`src/rtl/div_ctrl.sv`:
```
// div_ctrl: sequencer between the EXE stage and an iterative N-by-N divider.
// Handles DIV/DIVU/REM/REMU, resolves divide-by-zero and signed overflow locally,
// and keeps a one-entry cache of the last divider result so a DIV/REM pair on the
// same operands only runs the divider once.
module div_ctrl #(
  parameter int N      = 32,
  parameter int TAG_W  = 4,
  parameter int USE_RC = 1
) (
  input  logic             clk_in,
  input  logic             reset_in,
  input  logic             req_valid,
  output logic             req_ready,
  input  logic [1:0]       req_op,
  input  logic [N-1:0]     req_dividend,
  input  logic [N-1:0]     req_divisor,
  input  logic [TAG_W-1:0] req_tag,
  input  logic             flush,
  output logic             rsp_valid,
  input  logic             rsp_ready,
  output logic [N-1:0]     rsp_data,
  output logic [TAG_W-1:0] rsp_tag,
  output logic             rsp_div0,
  output logic             rsp_ovf,
  output logic             div_start,
  output logic             div_is_signed,
  output logic [N-1:0]     div_dividend,
  output logic [N-1:0]     div_divisor,
  input  logic             div_done,
  input  logic [N-1:0]     div_quotient,
  input  logic [N-1:0]     div_remainder
);

  localparam logic [N-1:0] MIN_NEG = {1'b1, {(N-1){1'b0}}};

  typedef enum logic [1:0] {IDLE, RUN, RESP, DRAIN} state_t;

  state_t state;
  state_t state_next;

  logic         accept;
  logic         req_signed;
  logic         is_div0;
  logic         is_ovf;
  logic         cache_hit;
  logic         div_busy;
  logic         rem_q;

  logic         cache_valid;
  logic [N-1:0] cache_dividend;
  logic [N-1:0] cache_divisor;
  logic         cache_signed;
  logic [N-1:0] cache_q;
  logic [N-1:0] cache_r;

  // Request classification, next-state selection and handshake outputs
  always_comb begin
    state_next = state;
    req_ready  = (state == IDLE) && !flush;
    rsp_valid  = (state == RESP);
    div_busy   = (state == RUN) || (state == DRAIN);
    div_start  = div_busy;
    accept     = req_valid && req_ready;
    req_signed = ~req_op[0];
    is_div0    = (req_divisor == '0);
    is_ovf     = req_signed && (req_dividend == MIN_NEG) && (req_divisor == '1);
    cache_hit  = (USE_RC != 0) && cache_valid &&
                 (cache_dividend == req_dividend) &&
                 (cache_divisor == req_divisor) &&
                 (cache_signed == req_signed);
    case (state)
      IDLE: begin
        if (accept) begin
          if (is_div0 || is_ovf || cache_hit) state_next = RESP;
          else                                state_next = RUN;
        end
      end
      RUN: begin
        if (flush) state_next = div_done ? IDLE : DRAIN;
        else if (div_done) state_next = RESP;
      end
      DRAIN: begin
        if (div_done) state_next = IDLE;
      end
      RESP: begin
        if (flush || rsp_ready) state_next = IDLE;
      end
      default: state_next = IDLE;
    endcase
  end

  // State register
  always_ff @(posedge clk_in) begin
    if (reset_in) state <= IDLE;
    else          state <= state_next;
  end

  // Operand capture for the divider and the held response fields
  always_ff @(posedge clk_in) begin
    if (reset_in) begin
      rem_q         <= 1'b0;
      rsp_data      <= '0;
      rsp_tag       <= '0;
      rsp_div0      <= 1'b0;
      rsp_ovf       <= 1'b0;
      div_is_signed <= 1'b0;
      div_dividend  <= '0;
      div_divisor   <= '0;
    end else if (accept) begin
      rem_q    <= req_op[1];
      rsp_tag  <= req_tag;
      rsp_div0 <= is_div0;
      rsp_ovf  <= is_ovf;
      if (is_div0) begin
        rsp_data <= req_op[1] ? req_dividend : '1;
      end else if (is_ovf) begin
        rsp_data <= req_op[1] ? '0 : req_dividend;
      end else if (cache_hit) begin
        rsp_data <= req_op[1] ? cache_r : cache_q;
      end else begin
        div_is_signed <= req_signed;
        div_dividend  <= req_dividend;
        div_divisor   <= req_divisor;
      end
    end else if (div_busy && div_done) begin
      rsp_data <= rem_q ? div_remainder : div_quotient;
    end
  end

  // One-entry result cache, refilled by every divider completion (including drained ones)
  always_ff @(posedge clk_in) begin
    if (reset_in) begin
      cache_valid    <= 1'b0;
      cache_dividend <= '0;
      cache_divisor  <= '0;
      cache_signed   <= 1'b0;
      cache_q        <= '0;
      cache_r        <= '0;
    end else if (div_busy && div_done) begin
      cache_valid    <= (USE_RC != 0);
      cache_dividend <= div_dividend;
      cache_divisor  <= div_divisor;
      cache_signed   <= div_is_signed;
      cache_q        <= div_quotient;
      cache_r        <= div_remainder;
    end
  end

endmodule
```
`config.mk`:
```
export PLATFORM = sky130hd
export DESIGN_NAME = div_ctrl
export DESIGN_NICKNAME = d
export VERILOG_FILES = /design/src/rtl/div_ctrl.sv
export SDC_FILE = /design/constraint.sdc
export NUM_CORES = 1
export LEC_CHECK = 0
export ABC_AREA = 1
export CORE_MARGIN = 4
export CORE_UTILIZATION = 42
export DETAILED_ROUTE_END_ITERATION = 10
export PLACE_DENSITY = 0.77
export SYNTH_ARGS = -nofsm -noshare
export SYNTH_HDL_FRONTEND = slang
export SYNTH_SLANG_ARGS = --single-unit
```
`constraint.sdc`:
```
create_clock -name clk_in -period 2.8 [get_ports clk_in]
set_input_delay 0.56 -clock clk_in [delete_from_list [all_inputs] [get_ports clk_in]]
set_output_delay 0.56 -clock clk_in [all_outputs]
set_load 0.03 [all_outputs]
```
==> run summary <==
vias: 12700
initial antenna violation count: 1
leading area contributor after synthesis: dfxtp_1
fmax: 0.397 GHz
post-route ant nets: 0
die area: 30100 sq um
post-CTS sizing: 0
share of the synthesized area in the top cell type: 41.1%
Syn. warnings: 0
htree depth: 1
CP startpoint kind: primary input
synth unique cells: 29
Syn Std Cell Area: 11500 sq um
vias per inst: 5.45
Rows: 60
Crit Path Category: primary input to output port
ratio of final minimum period to clock period: 89.9%
DP HPWL: 29500 um
Initial DRT Pass Iterations: 5
Initial Utilization: 42.7%
Final min period: 2520 ps
worst hold path type: register to register
syn_nets: 1892
Clock Latency Late Sink: 530 ps
grt ovf: 0
number of synthesized flops with an enable pin: 0
share of layout cells above drive strength 1: 7.96%
Max Slew Vio Count: 0
Setup TNS Final: 0 ps
total power: 12000 uW
Pwr per Cell Area: 778 nW/um^2
ranking of synthesized cells by area: dfxtp_1 (41%), nand2_1 (12%), nor2_1 (7.7%)
Post CTS Setup Buffer Count: 0
final weighted congestion in routability-driven placement: 0.889
CTS tree: built
initial DRC count: 1437
Worst-Margin Slew: 832 ps
setup slack after layout: 282 ps
Final Hold Vio Count: 0
RSZ-0062 raised after global routing: false
Mapped Cells: 1752
cts bufs inserted: 26
Clock Sinks: 236
GRT Total Usage: 26.1%
clock skew: 10.7 ps
Data arrival, critical path: 1960 ps
Placement Setup Slack: 12.5 ps
MaxCap Viol Count: 0
hold buffers post-CTS: 0
clock buffer depth: 3
Layout area overhead: 33.7%
Leak Pwr: 0.00616 uW
IO buf count: 245
Data required, critical path: 2240 ps
peak supply drop: 380 uV
clock slew at reported path FFs: 60 ps
vias in the first global route: 11900
clock root buffer: clkbuf_16
asr flop ratio synth: 0%
fraction of the yosys area taken by sequential cells: 41.1%
pin count of the biggest net entering global routing: 88
global-route wire length before repair: 64600 um
I/O pins: 246
Die Y: 173 um
syn_area_per_cell: 6.56 sq um
nets@finish: 2108
final setup fails: 0
status: finished clean
Routed WL: 41500 um
CP Capture Type: output port
top_reg_cell synth: dfxtp_1
crit path max fanout: 5
core area: 27000 sq um
max_slew headroom: 44.5%
wire per inst: 17.8 um
die width: 173 um
drt drc: 0
synthesized flop and latch total: 236
layout make-up:
| type | instances | area (sq um) |
|---|---|---|
| Sequential cell | 236 | 4720 |
| Fill cell | 2505 | 11600 |
| Multi-Input combinational cell | 1234 | 5650 |
| Antenna cell | 1 | 2.50 |
| Timing Repair Buffer | 310 | 3080 |
| Inverter | 160 | 604 |
| Clock buffer | 39 | 781 |
| Tap cell | 341 | 427 |
| Clock inverter | 6 | 105 |
layout by cell type (no fill, tap or decap), drive strengths merged, types with 2 or more instances in the layout:
cell,n
nor3,3
clkdlybuf4s50,243
o211ai,41
xor2,5
or2,11
clkinv,4
a21oi,171
bufinv,3
inv,159
dfxtp,236
nor2,241
clkbuf,39
o21ai,184
nand2,382
nand3,170
xnor2,10
buf,67
nand4,9
o22ai,2
critical path, stage by stage:
cell and delay (ps):
clkdlybuf4s50_1 510, nor3_2 180, clkdlybuf4s50_1 700
flip-flops by register name, summed over array words and instances (netlist names), 2 cells and up:
| signal | flops |
|---|---|
| rsp_tag | 4 |
| cache_q | 32 |
| cache_divisor | 32 |
| cache_dividend | 32 |
| cache_r | 32 |
| state | 2 |
| rsp_data | 32 |
| div_dividend | 32 |
| div_divisor | 32 |
kinds of logic after synthesis:
family | share of synthesized area (%)
compound gates | 18.5
xor+xnor | 1.14
buf+inv | 9.93
flops | 41.1
mux | 0.0871
simple gates | 29.2
cell usage after synthesis, types with 11 or more instances:
cell type / instances
clkbuf_1: 76
inv_1: 130
inv_2: 30
nand3_1: 168
a21oi_1: 171
or2_2: 11
buf_2: 21
nor2_1: 237
o21ai_0: 177
dfxtp_1: 236
nand2_1: 382
buf_1: 13
o211ai_1: 41
stage by stage:
| step | instances | hold WS, ps | utilization [%] | area (sq um) |
|---|---|---|---|---|
| after floorplan | 1752 | 424 | - | 11500 |
| after global placement | 2281 | 431 | 53.7 | 14500 |
| after detailed placement | 2281 | 438 | 53.7 | 14500 |
| after CTS | 2326 | 447 | 57.0 | 15400 |
| after global routing | 2327 | 461 | 57.0 | 15400 |
| final | 2327 | 447 | 57.0 | 15400 |
where the power goes:
part	internal (uW)	switching, uW
Sequential	3970	364
Clock	2180	1390
Combinational	1550	2510
worst paths after layout:
kind | start | end | slack (ps) | cells past startpoint
setup / recovery | flush | req_ready | 280 | 3
hold / removal | cache_q[26]$_SDFFE_PP0P_ | cache_q[26]$_SDFFE_PP0P_ | 450 | 2
setup reg to reg | cache_divisor[19]$_SDFFE_PP0P_ | div_divisor[18]$_SDFFE_PP0P_ | 730 | 13
hold reg to reg | cache_q[26]$_SDFFE_PP0P_ | cache_q[26]$_SDFFE_PP0P_ | 450 | 2
metal layers:
| metal | vias up | global-route usage (%) | wire length (um) |
|---|---|---|---|
| met5 | - | 0 | 0 |
| met4 | 0 | 8.65 | 1680 |
| li1 | 6101 | - | - |
| met2 | 649 | 44.6 | 19500 |
| met3 | 103 | 4.19 | 3730 |
| met1 | 5828 | 33.7 | 16600 |
Note: power is estimated with default switching activity, not from simulation.
